## src/rtl/tribonacci_pkg.sv

```systemverilog
// Shared definitions for the tribonacci generator/checker pair: checker states,
// seed terms matching the generator's reset values, and the default term width.
package tribonacci_pkg;

    typedef enum logic [1:0] {
        ACQ   = 2'd0,
        TRACK = 2'd1,
        FAULT = 2'd2
    } trib_state_t;

    localparam int DEFAULT_WIDTH = 32;

    localparam logic [31:0] SEED0 = 32'd0;
    localparam logic [31:0] SEED1 = 32'd1;
    localparam logic [31:0] SEED2 = 32'd1;

    function automatic logic [31:0] seed_term(input logic [1:0] idx);
        logic [31:0] val;
        case (idx)
            2'd0:    val = SEED0;
            2'd1:    val = SEED1;
            2'd2:    val = SEED2;
            default: val = SEED0;
        endcase
        return val;
    endfunction

endpackage

```

## src/rtl/tribonacci_checker_window.sv

```systemverilog
// Three-term sliding window (t0 oldest) with shift-enable, synchronous clear
// and the modular sum of its contents.
import tribonacci_pkg::*;

module trib_window #(
    parameter int width = DEFAULT_WIDTH
) (
    input  logic             clk,
    input  logic             rst,
    input  logic             clear,
    input  logic             shift,
    input  logic [width-1:0] din,
    output logic [width-1:0] sum
);

    logic [width-1:0] t0_r;
    logic [width-1:0] t1_r;
    logic [width-1:0] t2_r;

    // Window registers: clear zeroes, shift pushes din in as the newest term.
    always_ff @(posedge clk or negedge rst) begin
        if (!rst) begin
            t0_r <= {width{1'b0}};
            t1_r <= {width{1'b0}};
            t2_r <= {width{1'b0}};
        end else if (clear) begin
            t0_r <= {width{1'b0}};
            t1_r <= {width{1'b0}};
            t2_r <= {width{1'b0}};
        end else if (shift) begin
            t0_r <= t1_r;
            t1_r <= t2_r;
            t2_r <= din;
        end
    end

    assign sum = t0_r + t1_r + t2_r;

endmodule

```

## config.mk

```make
export PLATFORM = sky130hd
export DESIGN_NAME = trib_window
export DESIGN_NICKNAME = d
export VERILOG_FILES = /design/src/rtl/tribonacci_pkg.sv /design/src/rtl/tribonacci_checker_window.sv
export SDC_FILE = /design/constraint.sdc
export NUM_CORES = 1
export LEC_CHECK = 0
export CORE_UTILIZATION = 30
export CTS_BUF_LIST = sky130_fd_sc_hd__clkbuf_2 sky130_fd_sc_hd__clkbuf_4 sky130_fd_sc_hd__clkbuf_8
export DETAILED_ROUTE_END_ITERATION = 10
export HOLD_SLACK_MARGIN = 0.1
export SYNTH_ARGS = -nofsm -noshare
export SYNTH_HDL_FRONTEND = slang
export SYNTH_SLANG_ARGS = --single-unit
```

## constraint.sdc

```tcl
create_clock -name clk -period 4 [get_ports clk]
set_input_delay 0.4 -clock clk [delete_from_list [all_inputs] [get_ports clk]]
set_output_delay 0.4 -clock clk [all_outputs]
set_load 0.02 [all_outputs]
```

==> impl.org <==
** Outcome
- Status :: completed

** Logic synthesis
- In the synthesized netlist the async set-or-reset flop fraction comes to 100%.
- Most frequently used flop master after synthesis :: sky130_fd_sc_hd__dfrtp_1
- Sequential fraction of the synthesis area :: between 30% and 40%
- In this run the mean area of a mapped cell was ~11 um^2.
- Yosys cell types :: 54
- Warnings, synthesis :: 0
- Synthesis inferred 96 register bits.
- Net Count, Synth :: 667
- Summing every instance area after synthesis gives 0.00609 mm^2.
- In this run, synthesis inferred 0 flip-flops with an integrated enable.
- Counting every instance in the synthesized netlist gives roughly 570.

** Worst hold path
- In this run the worst hold path is classified as flop to flop.
- Hold Crit Start :: t0_r[0]
- End point of the most critical hold path :: t0_r[0]
- Instance count along the most critical hold path :: 2

** STA
- Setup Total Neg Slack :: 0 ns
- Setup slack on the critical path of the routed design comes to 0.216 ns.
- Achievable clock frequency :: between 0.2 and 0.3 GHz
- Transition time at the pin with the least slew margin :: 0.834 ns
- Max-Slew Margin vs Limit :: around 44%
- After layout, the worst path uses 94.6% of the clock period.
- Shortest clock period the worst path allows after layout :: 3.78 ns
- The final-report max-slew violation count was 0.
- Clock skew on the completed layout was measured at 0.00586 ns.
- The final number of hold-violating endpoints came to 0.
- Final Setup Violations :: 0

** Worst setup path
- Series of cell instances along the critical path :: fa_1, ha_1, fa_2, a21oi_2, o21ai_1, a211oi_2, nor3_4, o21ai_2, a21boi_1, o211a_1, clkdlybuf4s15_2
- Critical path class :: flop to output port
- STA puts the critical path data required time at 3.60 ns.
- Setup slack on the worst reg-to-reg path comes out at 3.21 ns.
- For the worst flop-to-flop path, the logic depth is 2.
- Critical path data arrival time :: 3.38 ns
- The cell family contributing the most delay on the critical path is compound AO/OA/AOI/OAI gates.
- Largest fanout of any net on the critical path :: 5
- Capture instance of the worst register-to-register path :: t2_r[16]
- Number of logic stages on the critical path including buffering :: 11
- Together, buffers and inverters on the worst path number 1.
- The slowest stage of the critical path is the sky130_fd_sc_hd__fa_1 cell.
- The worst setup path is captured at an output port.
- In this run the critical register-to-register path is launched from t2_r[16].
- The worst setup path is launched from a flop.
- Delay of the slowest cell on the worst path :: about 0.50 ns

** Floorplanning
- The floorplan step defined a core boundary enclosing approximately 0.020 mm^2.
- Die Outline Area :: 0.0209 mm^2
- Count of pins on the block boundary :: 68
- Effective utilization at floorplan :: 30.9%
- Die height :: 145 um
- Die span in x :: 145 um
- # rows :: 51

** Detailed routing
- Met2 wire len :: 6.33 mm
- Detailed-routed wire length on met3 :: around 440 um
- Iteration count of the initial detailed-routing pass :: 4
- Summed over all layers, the routed wires come to 12.9 mm.
- After the first detailed-routing iteration, the DRC count stood at 186.
- Number of nets still failing antenna checks after routing :: 0
- Routed length on met1 :: ~6 mm
- Mean number of vias per cell :: 4.77
- After detailed routing, the average wire length per cell comes to ~14 um.
- The final route contains between 4000 and 5000 vias.
- Highest metal layer used by the detailed router :: met4
- For this run, design rule violations remaining after detail routing come to 0.

** Flow run
- Max-cap violation count :: 0

** Power
- Internal power contribution :: 1.53 mW
- Of the total power, combinational logic draws 21.4%.
- The share of total power dissipated in the clock network is 30.5%.
- Net Switching :: 636 uW
- The share of total power dissipated in sequential elements is 48.1%.
- Fraction of power spent switching nets :: 29.4%
- Power spread over the standard cell area amounts to 296 mW/mm^2.
- Across the VDD grid, the largest voltage drop is 0.187 mV.
- Summed over all cells, the static leakage comes to 3.83 nW.

** Clock tree
- Root Buffer :: sky130_fd_sc_hd__clkbuf_8
- TritonCTS built the clock tree.
- CTS Buf Count :: 9
- Max Buffers Root-to-Sink :: 2
- Total number of H-tree levels :: 3
- Clk pin slew, worst setup/hold paths :: about 0.090 ns
- Clock latency on the worst-skew pair, taken at its later pin, is ~0.38 ns.
- The tree built by TritonCTS fans out to 96 sinks.

** Finish
- After filler insertion, the fill cell instance count of the layout stands at just under 2000.
- For this run, the share of the core covered by cells in the final layout is between 30% and 40%.
- Cells with a size suffix above 1 make up 9.29% of the layout.
- Ant. Diodes :: 0
- Compared with the post-synthesis result, the final layout area differs by 19.7%.
- After the last flow step, the layout net total stands at 728.

** Global route
- Overall Global Routing Usage :: 13.6%
- The number of global-route vias before repair came to 4480.
- Global-route wire length before repair :: 22.0 mm
- Initial antenna violation count :: 0
- For this run the aggregate overflow at the end of global routing stands at 0.
- Pin count of the biggest net entering global routing :: between 50 and 60

** Place
- In this run the tool buffered the top-level ports with 67 buffer cells.
- Timing analysis after detailed placement gives a worst setup slack of ~0.038 ns.
- Summed over all nets, the half-perimeter wirelength after detailed placement is 9.58 mm.
- Routability cong. :: 0.833
synthesized netlist by cell type, types with 2 or more instances:
library cell	count	share of area, %
sky130_fd_sc_hd__nor2_1	105	6.5
sky130_fd_sc_hd__mux2i_1	98	16
sky130_fd_sc_hd__dfrtp_1	96	39
sky130_fd_sc_hd__fa_1	32	11
sky130_fd_sc_hd__ha_1	30	6.2
sky130_fd_sc_hd__a21oi_1	26	2.1
sky130_fd_sc_hd__nand2_1	23	1.4
sky130_fd_sc_hd__xor2_1	14	2.0
sky130_fd_sc_hd__xnor2_1	13	1.9
sky130_fd_sc_hd__clkbuf_1	12	0.74
sky130_fd_sc_hd__inv_1	12	0.74
sky130_fd_sc_hd__a21o_1	11	1.4
sky130_fd_sc_hd__nand3_1	11	0.90
sky130_fd_sc_hd__o21ai_0	10	0.82
sky130_fd_sc_hd__buf_2	7	0.57
sky130_fd_sc_hd__buf_1	5	0.31
sky130_fd_sc_hd__a21oi_2	4	0.57
sky130_fd_sc_hd__nand4_1	4	0.41
sky130_fd_sc_hd__nor3_1	4	0.33
sky130_fd_sc_hd__and2_1	3	0.31
sky130_fd_sc_hd__and3_1	3	0.31
sky130_fd_sc_hd__nor2b_1	3	0.31
sky130_fd_sc_hd__o21a_1	3	0.37
sky130_fd_sc_hd__o21bai_1	3	0.37
sky130_fd_sc_hd__a21bo_1	2	0.33
sky130_fd_sc_hd__a21boi_1	2	0.25
sky130_fd_sc_hd__a31oi_1	2	0.21
sky130_fd_sc_hd__nor3_2	2	0.33
sky130_fd_sc_hd__o21ai_1	2	0.16
sky130_fd_sc_hd__o21ai_2	2	0.29
sky130_fd_sc_hd__o31ai_1	2	0.25
worst min-delay path, cell delays in order (launching register included):
cell	delay [ns]
sky130_fd_sc_hd__dfrtp_1	0.35
sky130_fd_sc_hd__mux2i_1	0.07
sky130_fd_sc_hd__nor2_1	0.08
worst max path at each step:
stage	startpoint	to
after global routing	t0_r[1]	sum[27]
after CTS	t0_r[7]	sum[30]
after detailed placement	t0_r[1]	sum[25]
final	t0_r[1]	sum[29]
after floorplan	t0_r[1]	sum[25]
after global placement	t0_r[1]	sum[25]
layer usage:
metal,up-vias,GRT usage (%)
li1,2083,-
met1,2121,17.1
met2,74,23.1
met3,13,2.91
met4,0,4.16
met5,-,0
cells in the final DEF (no fill, tap or decap), types with 3 or more instances in the layout:
cell type / Yosys / layout
sky130_fd_sc_hd__a21o_1: 11 / 11
sky130_fd_sc_hd__a21oi_1: 26 / 25
sky130_fd_sc_hd__a21oi_2: 4 / 3
sky130_fd_sc_hd__and2_1: 3 / 3
sky130_fd_sc_hd__and3_1: 3 / 3
sky130_fd_sc_hd__buf_2: 7 / 4
sky130_fd_sc_hd__buf_4: 0 / 9
sky130_fd_sc_hd__clkbuf_8: 0 / 11
sky130_fd_sc_hd__clkdlybuf4s50_1: 0 / 43
sky130_fd_sc_hd__dfrtp_1: 96 / 96
sky130_fd_sc_hd__dlygate4sd2_1: 0 / 7
sky130_fd_sc_hd__dlymetal6s2s_1: 0 / 5
sky130_fd_sc_hd__fa_1: 32 / 31
sky130_fd_sc_hd__ha_1: 30 / 27
sky130_fd_sc_hd__ha_2: 0 / 3
sky130_fd_sc_hd__inv_1: 12 / 12
sky130_fd_sc_hd__mux2i_1: 98 / 98
sky130_fd_sc_hd__nand2_1: 23 / 23
sky130_fd_sc_hd__nand3_1: 11 / 11
sky130_fd_sc_hd__nand4_1: 4 / 4
sky130_fd_sc_hd__nor2_1: 105 / 105
sky130_fd_sc_hd__nor2b_1: 3 / 3
sky130_fd_sc_hd__nor3_1: 4 / 4
sky130_fd_sc_hd__o21a_1: 3 / 3
sky130_fd_sc_hd__o21ai_0: 10 / 9
sky130_fd_sc_hd__o21ai_1: 2 / 3
sky130_fd_sc_hd__o21bai_1: 3 / 3
sky130_fd_sc_hd__xnor2_1: 13 / 13
sky130_fd_sc_hd__xor2_1: 14 / 14
metrics by stage:
stage	power, mW	hold slack, ns	cells	instance area [um^2]
3_3_place_gp	1.53	0.475	879	7020
3_5_place_dp	1.54	0.499	879	7020
6_report	2.16	0.534	900	7300
4_1_cts	2.20	0.547	899	7240
2_1_floorplan	1.34	0.104	569	6090
5_1_grt	2.28	0.578	900	7300
flip-flops by register name, indices dropped and copies added, names as in the netlist:
name	flops
t0_r	32
t1_r	32
t2_r	32
cell families after synthesis:
group | count (synthesis) | synth area share [%]
AOI/OAI and AO/OA | 83 | 9.75
adders and majority gates | 62 | 16.7
and+or+nand+nor | 165 | 11.7
DFF | 96 | 39.4
buffers and inverters | 38 | 2.50
xor gates and xnor gates | 27 | 3.88
muxes | 98 | 16.1
cell type report:
type / instances / area (um^2) / share of cell area (%)
multi-input cells: 435 / 3590 / 49.2
well taps: 265 / 332 / 4.54
flip-flops and latches: 96 / 2400 / 32.9
repair buffers: 75 / 714 / 9.79
clock buffers: 11 / 151 / 2.08
inverters: 13 / 48.8 / 0.669
clock inverters: 5 / 55.1 / 0.755
power by group through the flow:
stage	sequential (mW)	clock, mW	combinational [mW]
floorplan	1.05	0	0.289
global route	1.05	0.726	0.511
finish	1.04	0.660	0.463
CTS	1.04	0.691	0.471
detailed placement	1.06	0	0.480
global placement	1.06	0	0.473
repair_timing:
action,4_1_cts,5_1_grt
setup buffers,3,1
hold buffers,1,0
endpoints found under the hold margin,38,0
pin swaps,3,2
resized for setup,38,20
endpoints found under the setup margin,17,18
Power figures use the tool's default switching activity.
